File: config.mk
export PLATFORM = sky130hd
export DESIGN_NAME = vga_sync_generator
export DESIGN_NICKNAME = d
export VERILOG_FILES = /design/src/rtl/vga_sync_generator.sv
export SDC_FILE = /design/constraint.sdc
export NUM_CORES = 1
export LEC_CHECK = 0
export BUFFER_PORTS_ARGS = -buffer_cell sky130_fd_sc_hd__buf_2
export CORE_MARGIN = 2
export CORE_UTILIZATION = 40
export DETAILED_ROUTE_END_ITERATION = 10
export SYNTH_ARGS = -nofsm -noshare
export SYNTH_HDL_FRONTEND = slang
export SYNTH_SLANG_ARGS = --single-unit
File: constraint.sdc
create_clock -name clk_25MHz -period 6.1 [get_ports clk_25MHz]
set_clock_uncertainty 0.1 [all_clocks]
set_input_delay 1.22 -clock clk_25MHz [delete_from_list [all_inputs] [get_ports clk_25MHz]]
set_output_delay 1.22 -clock clk_25MHz [all_outputs]
set_load 0.03 [all_outputs]
File: src/rtl/vga_sync_generator.sv
// Vertical line counter and registered VGA sync/video/coordinate decode,
// driven by the horizontal pixel count and its line-wrap strobe.
module vga_sync_generator #(
    parameter int unsigned H_VISIBLE = 640,
    parameter int unsigned H_FRONT   = 16,
    parameter int unsigned H_SYNC    = 96,
    parameter int unsigned H_TOTAL   = 800,
    parameter int unsigned V_VISIBLE = 480,
    parameter int unsigned V_FRONT   = 10,
    parameter int unsigned V_SYNC    = 2,
    parameter int unsigned V_TOTAL   = 525,
    parameter bit          SYNC_POL  = 1'b0
) (
    input  logic        clk_25MHz,
    input  logic        rst_n,
    input  logic        enable_V_counter,
    input  logic [15:0] H_count_Value,
    output logic [15:0] V_count_Value,
    output logic        hsync,
    output logic        vsync,
    output logic        video_on,
    output logic [9:0]  pixel_x,
    output logic [9:0]  pixel_y,
    output logic        line_start,
    output logic        frame_start,
    output logic        timing_err
);

    localparam int unsigned CW = 16;
    localparam int unsigned PW = 10;

    localparam logic [CW-1:0] H_VIS    = CW'(H_VISIBLE);
    localparam logic [CW-1:0] H_SYNC_S = CW'(H_VISIBLE + H_FRONT);
    localparam logic [CW-1:0] H_SYNC_E = CW'(H_VISIBLE + H_FRONT + H_SYNC);
    localparam logic [CW-1:0] H_TOT    = CW'(H_TOTAL);
    localparam logic [CW-1:0] V_VIS    = CW'(V_VISIBLE);
    localparam logic [CW-1:0] V_SYNC_S = CW'(V_VISIBLE + V_FRONT);
    localparam logic [CW-1:0] V_SYNC_E = CW'(V_VISIBLE + V_FRONT + V_SYNC);
    localparam logic [CW-1:0] V_LAST   = CW'(V_TOTAL - 1);

    logic [CW-1:0] r_v_count;
    logic          r_hsync;
    logic          r_vsync;
    logic          r_video_on;
    logic [PW-1:0] r_pixel_x;
    logic [PW-1:0] r_pixel_y;
    logic          r_line_start;
    logic          r_frame_start;
    logic          r_timing_err;

    logic [CW-1:0] w_next_v;
    logic [CW-1:0] w_line;
    logic          w_video_on;
    logic          w_hsync_act;
    logic          w_vsync_act;
    logic          w_seq_err;

    // A strobe sample decodes against the line it opens, not the one it closes.
    always_comb begin
        w_next_v    = '0;
        w_line      = r_v_count;
        w_video_on  = 1'b0;
        w_hsync_act = 1'b0;
        w_vsync_act = 1'b0;
        w_seq_err   = 1'b0;

        if (r_v_count != V_LAST) begin
            w_next_v = r_v_count + CW'(1);
        end
        if (enable_V_counter) begin
            w_line = w_next_v;
        end

        w_video_on  = (H_count_Value < H_VIS) && (w_line < V_VIS);
        w_hsync_act = (H_count_Value >= H_SYNC_S) && (H_count_Value < H_SYNC_E);
        w_vsync_act = (w_line >= V_SYNC_S) && (w_line < V_SYNC_E);
        w_seq_err   = (H_count_Value >= H_TOT) ||
                      (enable_V_counter && (H_count_Value != '0));
    end

    always_ff @(posedge clk_25MHz or negedge rst_n) begin
        if (!rst_n) begin
            r_v_count     <= '0;
            r_hsync       <= ~SYNC_POL;
            r_vsync       <= ~SYNC_POL;
            r_video_on    <= 1'b0;
            r_pixel_x     <= '0;
            r_pixel_y     <= '0;
            r_line_start  <= 1'b0;
            r_frame_start <= 1'b0;
            r_timing_err  <= 1'b0;
        end else begin
            if (enable_V_counter) begin
                r_v_count <= w_next_v;
            end
            r_hsync       <= w_hsync_act ? SYNC_POL : ~SYNC_POL;
            r_vsync       <= w_vsync_act ? SYNC_POL : ~SYNC_POL;
            r_video_on    <= w_video_on;
            r_pixel_x     <= w_video_on ? H_count_Value[PW-1:0] : '0;
            r_pixel_y     <= w_video_on ? w_line[PW-1:0] : '0;
            r_line_start  <= enable_V_counter;
            r_frame_start <= enable_V_counter && (w_next_v == '0);
            // Sticky until reset so a single glitch upstream is never missed.
            r_timing_err  <= r_timing_err | w_seq_err;
        end
    end

    assign V_count_Value = r_v_count;
    assign hsync         = r_hsync;
    assign vsync         = r_vsync;
    assign video_on      = r_video_on;
    assign pixel_x       = r_pixel_x;
    assign pixel_y       = r_pixel_y;
    assign line_start    = r_line_start;
    assign frame_start   = r_frame_start;
    assign timing_err    = r_timing_err;

endmodule

==> results of run 1 <==
-- power groups by stage --
stage	clock network, W	logic, W	registers [W]
floorplan	0	0.000131	0.000374
global placement	0	0.000193	0.000374
detailed placement	0	0.000193	0.000373
CTS	0.000231	0.000196	0.000368
global route	0.000247	0.000214	0.000375
finish	0.000226	0.000195	0.000370
-- cells in the final DEF (no fill, tap or decap), types with 2 or more instances in the layout --
cell type | synthesis | layout
a31oi_1 | 3 | 3
mux2i_1 | 3 | 3
nor3_1 | 8 | 8
nand2_1 | 37 | 37
dfrtp_1 | 40 | 40
o21ai_0 | 4 | 4
inv_1 | 6 | 6
dfstp_2 | 2 | 2
xor2_1 | 11 | 11
nand3_1 | 10 | 10
nor4b_2 | 2 | 2
ha_1 | 2 | 2
a21oi_1 | 6 | 6
clkbuf_8 | 0 | 5
and3_1 | 2 | 2
nor4_1 | 33 | 33
nand2b_1 | 2 | 2
nand4_1 | 3 | 3
xnor2_1 | 7 | 7
nor2_1 | 14 | 14
nand4_4 | 2 | 2
o22ai_1 | 2 | 2
or4_1 | 3 | 3
buf_2 | 5 | 60
-- layout make-up --
type	instances	area [um2]
clock buffers	5	68.82
clock inverters	3	43.79
fillers	554	2810
inverters	6	22.52
multi-input cells	173	1084
flip-flops and latches	42	1054
well taps	72	90.09
repair buffers	60	300.3
-- sequential cells by signal, summed over array words and instances, names as in the netlist --
name / count
vsync: 1
hsync: 1
V_count_Value: 16
line_start: 1
video_on: 1
pixel_x: 10
frame_start: 1
timing_err: 1
pixel_y: 10
-- through the flow --
step / cell area (um2) / hold WS [ps]
after global routing: 2663 / 467.6
after global placement: 2550 / 411.7
after CTS: 2663 / 411.4
after detailed placement: 2550 / 393.4
final: 2663 / 414.1
after floorplan: 2256 / 568.4
-- worst min path at each step --
stage | start | end | slack, ps | cells past startpoint
global route | timing_err | timing_err | 470 | 2
detailed placement | timing_err | timing_err | 390 | 2
floorplan | timing_err | timing_err | 570 | 2
finish | timing_err | timing_err | 410 | 2
global placement | timing_err | timing_err | 410 | 2
CTS | timing_err | timing_err | 410 | 2
-- cells by family after synthesis --
family,synth area share [%]
AOI/OAI and AO/OA,6.712
adders and majority gates,1.109
and+or+nand+nor,31.73
other,0.1662
xor gates and xnor gates,6.988
DFF,46.70
buffers and inverters,5.269
muxes,1.331
-- metal layers --
layer	routed length, um	track usage (%)	vias up	part of all wire (%)
met3	355	4.432	8	6.2
met2	2677	30.93	77	47
met4	70	6.034	0	1.2
met1	2651	26.16	937	46
met5	0	0	-	0
li1	-	-	962	-
-- critical path, delay by kind of cell, from the launching register on --
family	cells	cell delay, ps
simple gates	5	2580
flops	1	710
xor+xnor	1	150
==> results.toml, run 1 <==
[pwr]
ir_worst_vdd_mv = 0.1369
p_leak_nw = 1.213
power_switching_w = 0.0003047
internal_power_w = 0.0004859
power_density_mw_per_mm2 = 296.9
power_frac_clock_pct = 28.6
p_comb_share_pct = 24.6
swShare_pct = 38.54
seqPwrFrac_pct = 46.8
finalPower_w = 0.0007906

[worst_setup_path]
slowest_delay_ps = 880
crit_fanout = 21
crit_chain = "nand4_2 > nor2_1 > nor4b_1 > xor2_1 > or4_1 > or4_1"
reg2reg_to = "vsync"
cp.required_ps = 6230
cp-startpoint = "V_count_Value[3]"
cp-start-kind = "register"
worstSetupPathType = "reg2reg"
crit_top_cell = "or4_1"
slowest_stage = "or4_1"
r2r_slack_ps = 2460
reg2reg_depth = 6
r2r_start = "V_count_Value[3]"
cp.arrival_ps = 3770
crit_end = "vsync"
end_kind = "register"

[sta]
slew_headroom_pct = 38.32
period_minus_slack_ps = 3638
post-route-period-util_pct = 59.65
fmax_ghz = 0.2748
drv_slew = 0
fin_ws_ps = 2462
fin_tns_setup_ps = 0
finalSetupViolCount = 0
timing.final.hold_violations = 0
rsz0062_at_grt = "false"
tightest_slew_ps = 925.2

[synth]
synth_cell_types = 45
synth_common_cells = "dfrtp_1, nand2_1, nor4_1"
synth.most_common_cell = "dfrtp_1"
synth_edf_count = 0
yosys.area.top_type = "dfrtp_1"
netlist_area_mm2 = 0.002256
synth_top_area_share_pct = 44.37
synthFlopType = "dfrtp_1"
synth-warning-count = 0
seq_area_frac_synth_pct = 46.70
syn_avg_cell_area_um2 = 9.400
syn_inst = 240
synth-seq-cells = 42
async_flop_share_pct = 100.0
syn_nets = 261
synthTopCellsByArea = "dfrtp_1, nor4_1, nand2_1"

[placed_design]
portBuffers = 60
dpl.cell_count = 353
dp_slack_ps = 2181
gp_congestion = 0.8953
hpwl_um = 3970

[clock_tree]
max-clock-path-buffers = 2
cts.clk_slew.worst_paths_ps = 90
cts.sinks = 42
numCtsBuffers = 5
post-cts-setup-buffers = 0
cts.repair.resized = 0
cts_tree = "built"
hold_buffers = 0
clock_latency_ps = 300
root_buffer = "clkbuf_8"
htree_levels = 2

[detailed_routing]
via_count = 1984
avgViaCountPerCell = 5.496
antenna_left = 0
drt-initial-drc-count = 137
drc_errors = 0
post_drt_wl_per_cell_um = 15.94
first_pass_iters = 4
wl_um = 5755

[global_routing]
gr-total-overflow = 0
antenna_found_initial = 0
grt_pass1_vias = 1934
grt_use_total_pct = 19.33
grt_pass1_wl_um = 9487
grt_start_max_net_pins = 43

[worst_hold_path]
hold_class = "reg2reg"

[finish]
diodes = 0
area.growth.synth_to_final_pct = 18.03
final_util_pct = 48.65
final_nets = 309
final_cell_count_no_fill = 361
drive_gt1_share_pct = 27.34

[floorplanning]
die-area_mm2 = 0.006257
io_pins = 61
initial_core_util_pct = 41.22
die_h_um = 79.10
core_mm2 = 0.005473
die_w_um = 79.10
rows = 27

[flow_run]
cap_violations = 0

[run_status]
outcome = "completed"
No activity file was read; power rests on OpenSTA's default activity.
==> run 2: changes to the inputs <==
==> constraint.sdc (replaced) <==
create_clock -name clk_25MHz -period 3.66 [get_ports clk_25MHz]
set_clock_uncertainty 0.1 [all_clocks]
set_input_delay 0.732 -clock clk_25MHz [delete_from_list [all_inputs] [get_ports clk_25MHz]]
set_output_delay 0.732 -clock clk_25MHz [all_outputs]
set_load 0.03 [all_outputs]
==> run 2 against run 1 <==
  * Sequential cell count unchanged
  * Combinational power grew 100%
  * Sequential share of layout area is 0.84 points lower
  * Sequential power increased by 54%
  * Utilization is 1.1 points higher
==> results.toml, run 2 (synthesis results as in run 1) <==
[finish]
largest_reg_flops = 16
layout_common_cells = "buf_2, dfrtp_1, nand2_1, nor4_1, nor2_1"
multi_input_area_mm2 = 0.001084
final_common_cell = "buf_2"
drive_gt1_share_pct = 28.96
area.growth.synth_to_final_pct = 20.58
seq_area_mm2 = 0.001054
diodes = 0
design_area_mm2 = 0.002720
fillers = 555
final_nets = 317

[clock_tree]
cts.repair.resized = 0
clock_latency_ps = 300
cts_tree = "built"
root_buffer = "clkbuf_8"
max-clock-path-buffers = 2
cts.sinks = 42
numCtsBuffers = 5
post-cts-setup-buffers = 0
cts.clk_slew.worst_paths_ps = 80
htree_levels = 2
hold_buffers = 0

[worst_setup_path]
cp.arrival_ps = 3320
worstSetupPathType = "reg2reg"
r2r_start = "V_count_Value[1]"
cp-start-kind = "register"
cp.required_ps = 3740
end_kind = "register"
cp-startpoint = "V_count_Value[1]"
crit_fanout = 13

[detailed_routing]
via_count = 2036
avgViaCountPerCell = 5.518
antenna_left = 0
drc_errors = 0
first_pass_iters = 4
wl_um = 5651
post_drt_wl_per_cell_um = 15.31
drt-initial-drc-count = 131

[floorplanning]
rows = 27
die_w_um = 79.10
die_h_um = 79.10
io_pins = 61
core_mm2 = 0.005473
initial_core_util_pct = 41.22
die-area_mm2 = 0.006257

[sta]
drv_slew = 0
rsz0062_at_grt = "false"
finalSetupViolCount = 0
tightest_slew_ps = 919.5
slew_headroom_pct = 38.70
period_minus_slack_ps = 3235
timing.final.hold_violations = 0
post-route-period-util_pct = 88.38
fin_tns_setup_ps = 0
fmax_ghz = 0.3091

[global_routing]
grt_start_max_net_pins = 43
grt_use_total_pct = 19.18
grt_pass1_wl_um = 9473
grt_use_met3_pct = 3.977
grt_pass1_vias = 1869
antenna_found_initial = 0
met1_usage_pct = 28.15
use_met2_pct = 28.98
grt.busiest_layer = "met2"
gr-total-overflow = 0

[placed_design]
place_area_mm2 = 0.002610
hpwl_um = 4126
gp_congestion = 0.9126
portBuffers = 60

[worst_hold_path]
hold_class = "reg2reg"
hp-start = "timing_err"

[pwr]
ir_worst_vdd_mv = 0.2894
p_leak_nw = 1.243
power_density_mw_per_mm2 = 488.5

[run_status]
outcome = "completed"

[flow_run]
cap_violations = 0
## run 2: cell types whose count changed in the layout (fill, tap and decap cells not counted), sizes merged
cell,change
clkinv,-1
inv,-1
clkbuf,+1
clkinvlp,+1
buf,+8
## run 2: metrics by stage
| stage | util [%] | total power, W | setup slack [ps] | instances | hold WS (ps) |
|---|---|---|---|---|---|
| 5_1_grt | 49.70 | 0.001401 | 105.2 | 369 | 458.2 |
| 4_1_cts | 49.70 | 0.001336 | 462.5 | 369 | 413.6 |
| 2_1_floorplan | - | 0.0008417 | 764.6 | 240 | 336.4 |
| 6_report | 49.70 | 0.001329 | 425.3 | 369 | 415.4 |
| 3_3_place_gp | 47.69 | 0.0009670 | 532.7 | 361 | 396.0 |
| 3_5_place_dp | 47.69 | 0.0009685 | 437.7 | 361 | 393.9 |
## run 2: final cells by class
type | count | share of cell area (%)
Inverter | 6 | 0.8280
Timing Repair Buffer | 68 | 13.25
Tap cell | 72 | 3.312
Clock buffer | 6 | 2.668
Sequential cell | 42 | 38.73
Multi-Input combinational cell | 173 | 39.83
Clock inverter | 2 | 1.380
## run 2: per-layer routing
| metal | vias up | share of wire, % |
|---|---|---|
| met5 | - | 0 |
| met1 | 979 | 49 |
| met2 | 65 | 45 |
| met4 | 0 | 0.87 |
| li1 | 986 | - |
| met3 | 6 | 5.6 |
## run 2: final timing paths
path	slack, ps	endpoint	depth (start not counted)
max reg2reg	430	pixel_x[4]	8
min in group asynchronous	450	V_count_Value[11]	1
max	430	pixel_x[4]	8
min	420	timing_err	2
min reg2reg	420	timing_err	2
max in group asynchronous	2410	V_count_Value[13]	1
## run 2: critical path, cell delays in order, from the launching register on
cell,delay [ps]
dfrtp_1,570
ha_1,360
nand2_1,110
nor2_1,190
nor4b_1,360
xor2_1,160
or4_1,710
buf_4,260
nor4_1,300
## run 2: report_power, final
part	internal (W)	switching, W
Clock	0.000204	0.000164
Combinational	0.000131	0.000260
Sequential	0.000497	0.0000736
==> run 3: changes to the inputs <==
==> constraint.sdc (replaced) <==
create_clock -name clk_25MHz -period 3.18 [get_ports clk_25MHz]
set_clock_uncertainty 0.1 [all_clocks]
set_input_delay 0.636 -clock clk_25MHz [delete_from_list [all_inputs] [get_ports clk_25MHz]]
set_output_delay 0.636 -clock clk_25MHz [all_outputs]
set_load 0.03 [all_outputs]
==> run 3 against run 2 <==
  * First-iteration DRC count up 8.4%
  * Maximum frequency grew 16%
  * Non-clock buffer count up 7
  * Power up 12%
  * Critical path depth down 1
  * Global-route usage is 0.44 points higher
  * Critical endpoint is now pixel_y[6]
  * Utilization grew 0.53 points
  * Die area is the same
  * Clock-buffer cell count unchanged
  * Via count up 0.74%
  * Wire length increased by 3.0%
==> results.toml, run 3 (synthesis results as in run 1) <==
[floorplanning]
rows = 27
initial_core_util_pct = 41.22
die-area_mm2 = 0.006257
io_pins = 61
die_w_um = 79.10
die_h_um = 79.10
core_mm2 = 0.005473

[global_routing]
grt_use_total_pct = 19.62
grt_pass1_vias = 1869
antenna_found_initial = 0
gr-total-overflow = 0
grt_start_max_net_pins = 43
grt_pass1_wl_um = 9528

[sta]
fin_tns_setup_ps = 0
timing.final.hold_violations = 0
finalSetupViolCount = 0
rsz0062_at_grt = "false"
slew_headroom_pct = 37.22
drv_slew = 0
period_minus_slack_ps = 2779
fmax_ghz = 0.3598
fin_ws_ps = 401.0
post-route-period-util_pct = 87.39
tightest_slew_ps = 941.7
fin_hold_ws_ps = 381.8

[flow_run]
cap_violations = 0

[finish]
area.growth.synth_to_final_pct = 21.85
layout_common_cells = "buf_2, dfrtp_1, nand2_1, nor4_1, buf_4"
multi_input_area_mm2 = 0.001084
largest_reg_flops = 16
final_util_pct = 50.23
drive_gt1_share_pct = 30.59
final_common_cell = "buf_2"
fillers = 547
seq_area_mm2 = 0.001054
final_nets = 324
diodes = 0
design_area_mm2 = 0.002749

[clock_tree]
clock_latency_ps = 300
cts_tree = "built"
post-cts-setup-buffers = 0
numCtsBuffers = 5
cts.clk_slew.worst_paths_ps = 90
cts.repair.resized = 0
htree_levels = 2
cts.sinks = 42
root_buffer = "clkbuf_8"
hold_buffers = 0
max-clock-path-buffers = 2

[pwr]
power_density_mw_per_mm2 = 542.9
p_leak_nw = 1.270
ir_worst_vdd_mv = 0.3033

[placed_design]
hpwl_um = 4222
gp_congestion = 0.8687
portBuffers = 60
dp_slack_ps = 176.7
place_area_mm2 = 0.002663

[worst_setup_path]
slowest_stage = "or4_1"
slowest_delay_ps = 600
end_kind = "register"
cp_top_family = "simple AND/OR/NAND/NOR gates"
crit_chain = "nand2_1 > nor2_1 > nor4b_1 > xor2_1 > or4_1 > buf_4 > nor4_1"
r2r_start = "V_count_Value[2]"
crit_fanout = 18
crit_buf_inv = 1
cp.required_ps = 3270
cp-startpoint = "V_count_Value[2]"
worstSetupPathType = "reg2reg"
cp-start-kind = "register"
cp.arrival_ps = 2870

[detailed_routing]
via_count = 2051
antenna_left = 0
wl_um = 5819
drt-initial-drc-count = 142
post_drt_wl_per_cell_um = 15.48
avgViaCountPerCell = 5.455
drc_errors = 0
first_pass_iters = 4

[run_status]
outcome = "completed"

[worst_hold_path]
hold_class = "in2async"
==> run 3: through the flow <==
stage,power [W],std cells
floorplan,0.0009688,240
global route,0.001580,376
global placement,0.001151,368
finish,0.001492,376
detailed placement,0.001152,368
CTS,0.001500,376
==> run 3: layout make-up <==
class                           instances  share of cell area, %
Timing Repair Buffer                   75                  15.02
Tap cell                               72                  3.277
Clock inverter                          2                 0.5007
Clock buffer                            6                  2.640
Multi-Input combinational cell        173                  39.42
Sequential cell                        42                  38.32
Inverter                                6                 0.8193
==> run 3: power breakdown <==
| group | switching [W] | total [W] | internal [W] |
|---|---|---|---|
| sequential | 0.0000497 | 0.000622 | 0.000572 |
| clock | 0.000192 | 0.000347 | 0.000155 |
| combinational | 0.000346 | 0.000523 | 0.000177 |
| total | 0.000588 | 0.00149 | 0.000904 |
==> run 3: metal layers <==
layer / vias to the layer above / share of wire [%] / GRT usage [%]
li1: 994 / - / -
met1: 976 / 46 / 27.96
met2: 77 / 46 / 30.93
met3: 4 / 7.3 / 3.750
met4: 0 / 0.74 / 4.828
met5: - / 0 / 0
==> run 3: worst paths after layout <==
check | endpoint | slack, ps | cells after the start
setup / recovery | pixel_y[6] | 400 | 7
hold / removal | pixel_x[5] | 380 | 1
setup reg to reg | pixel_y[6] | 400 | 7
hold reg to reg | timing_err | 400 | 2
max in group asynchronous | V_count_Value[3] | 2020 | 1
min in group clk_25MHz | timing_err | 400 | 2
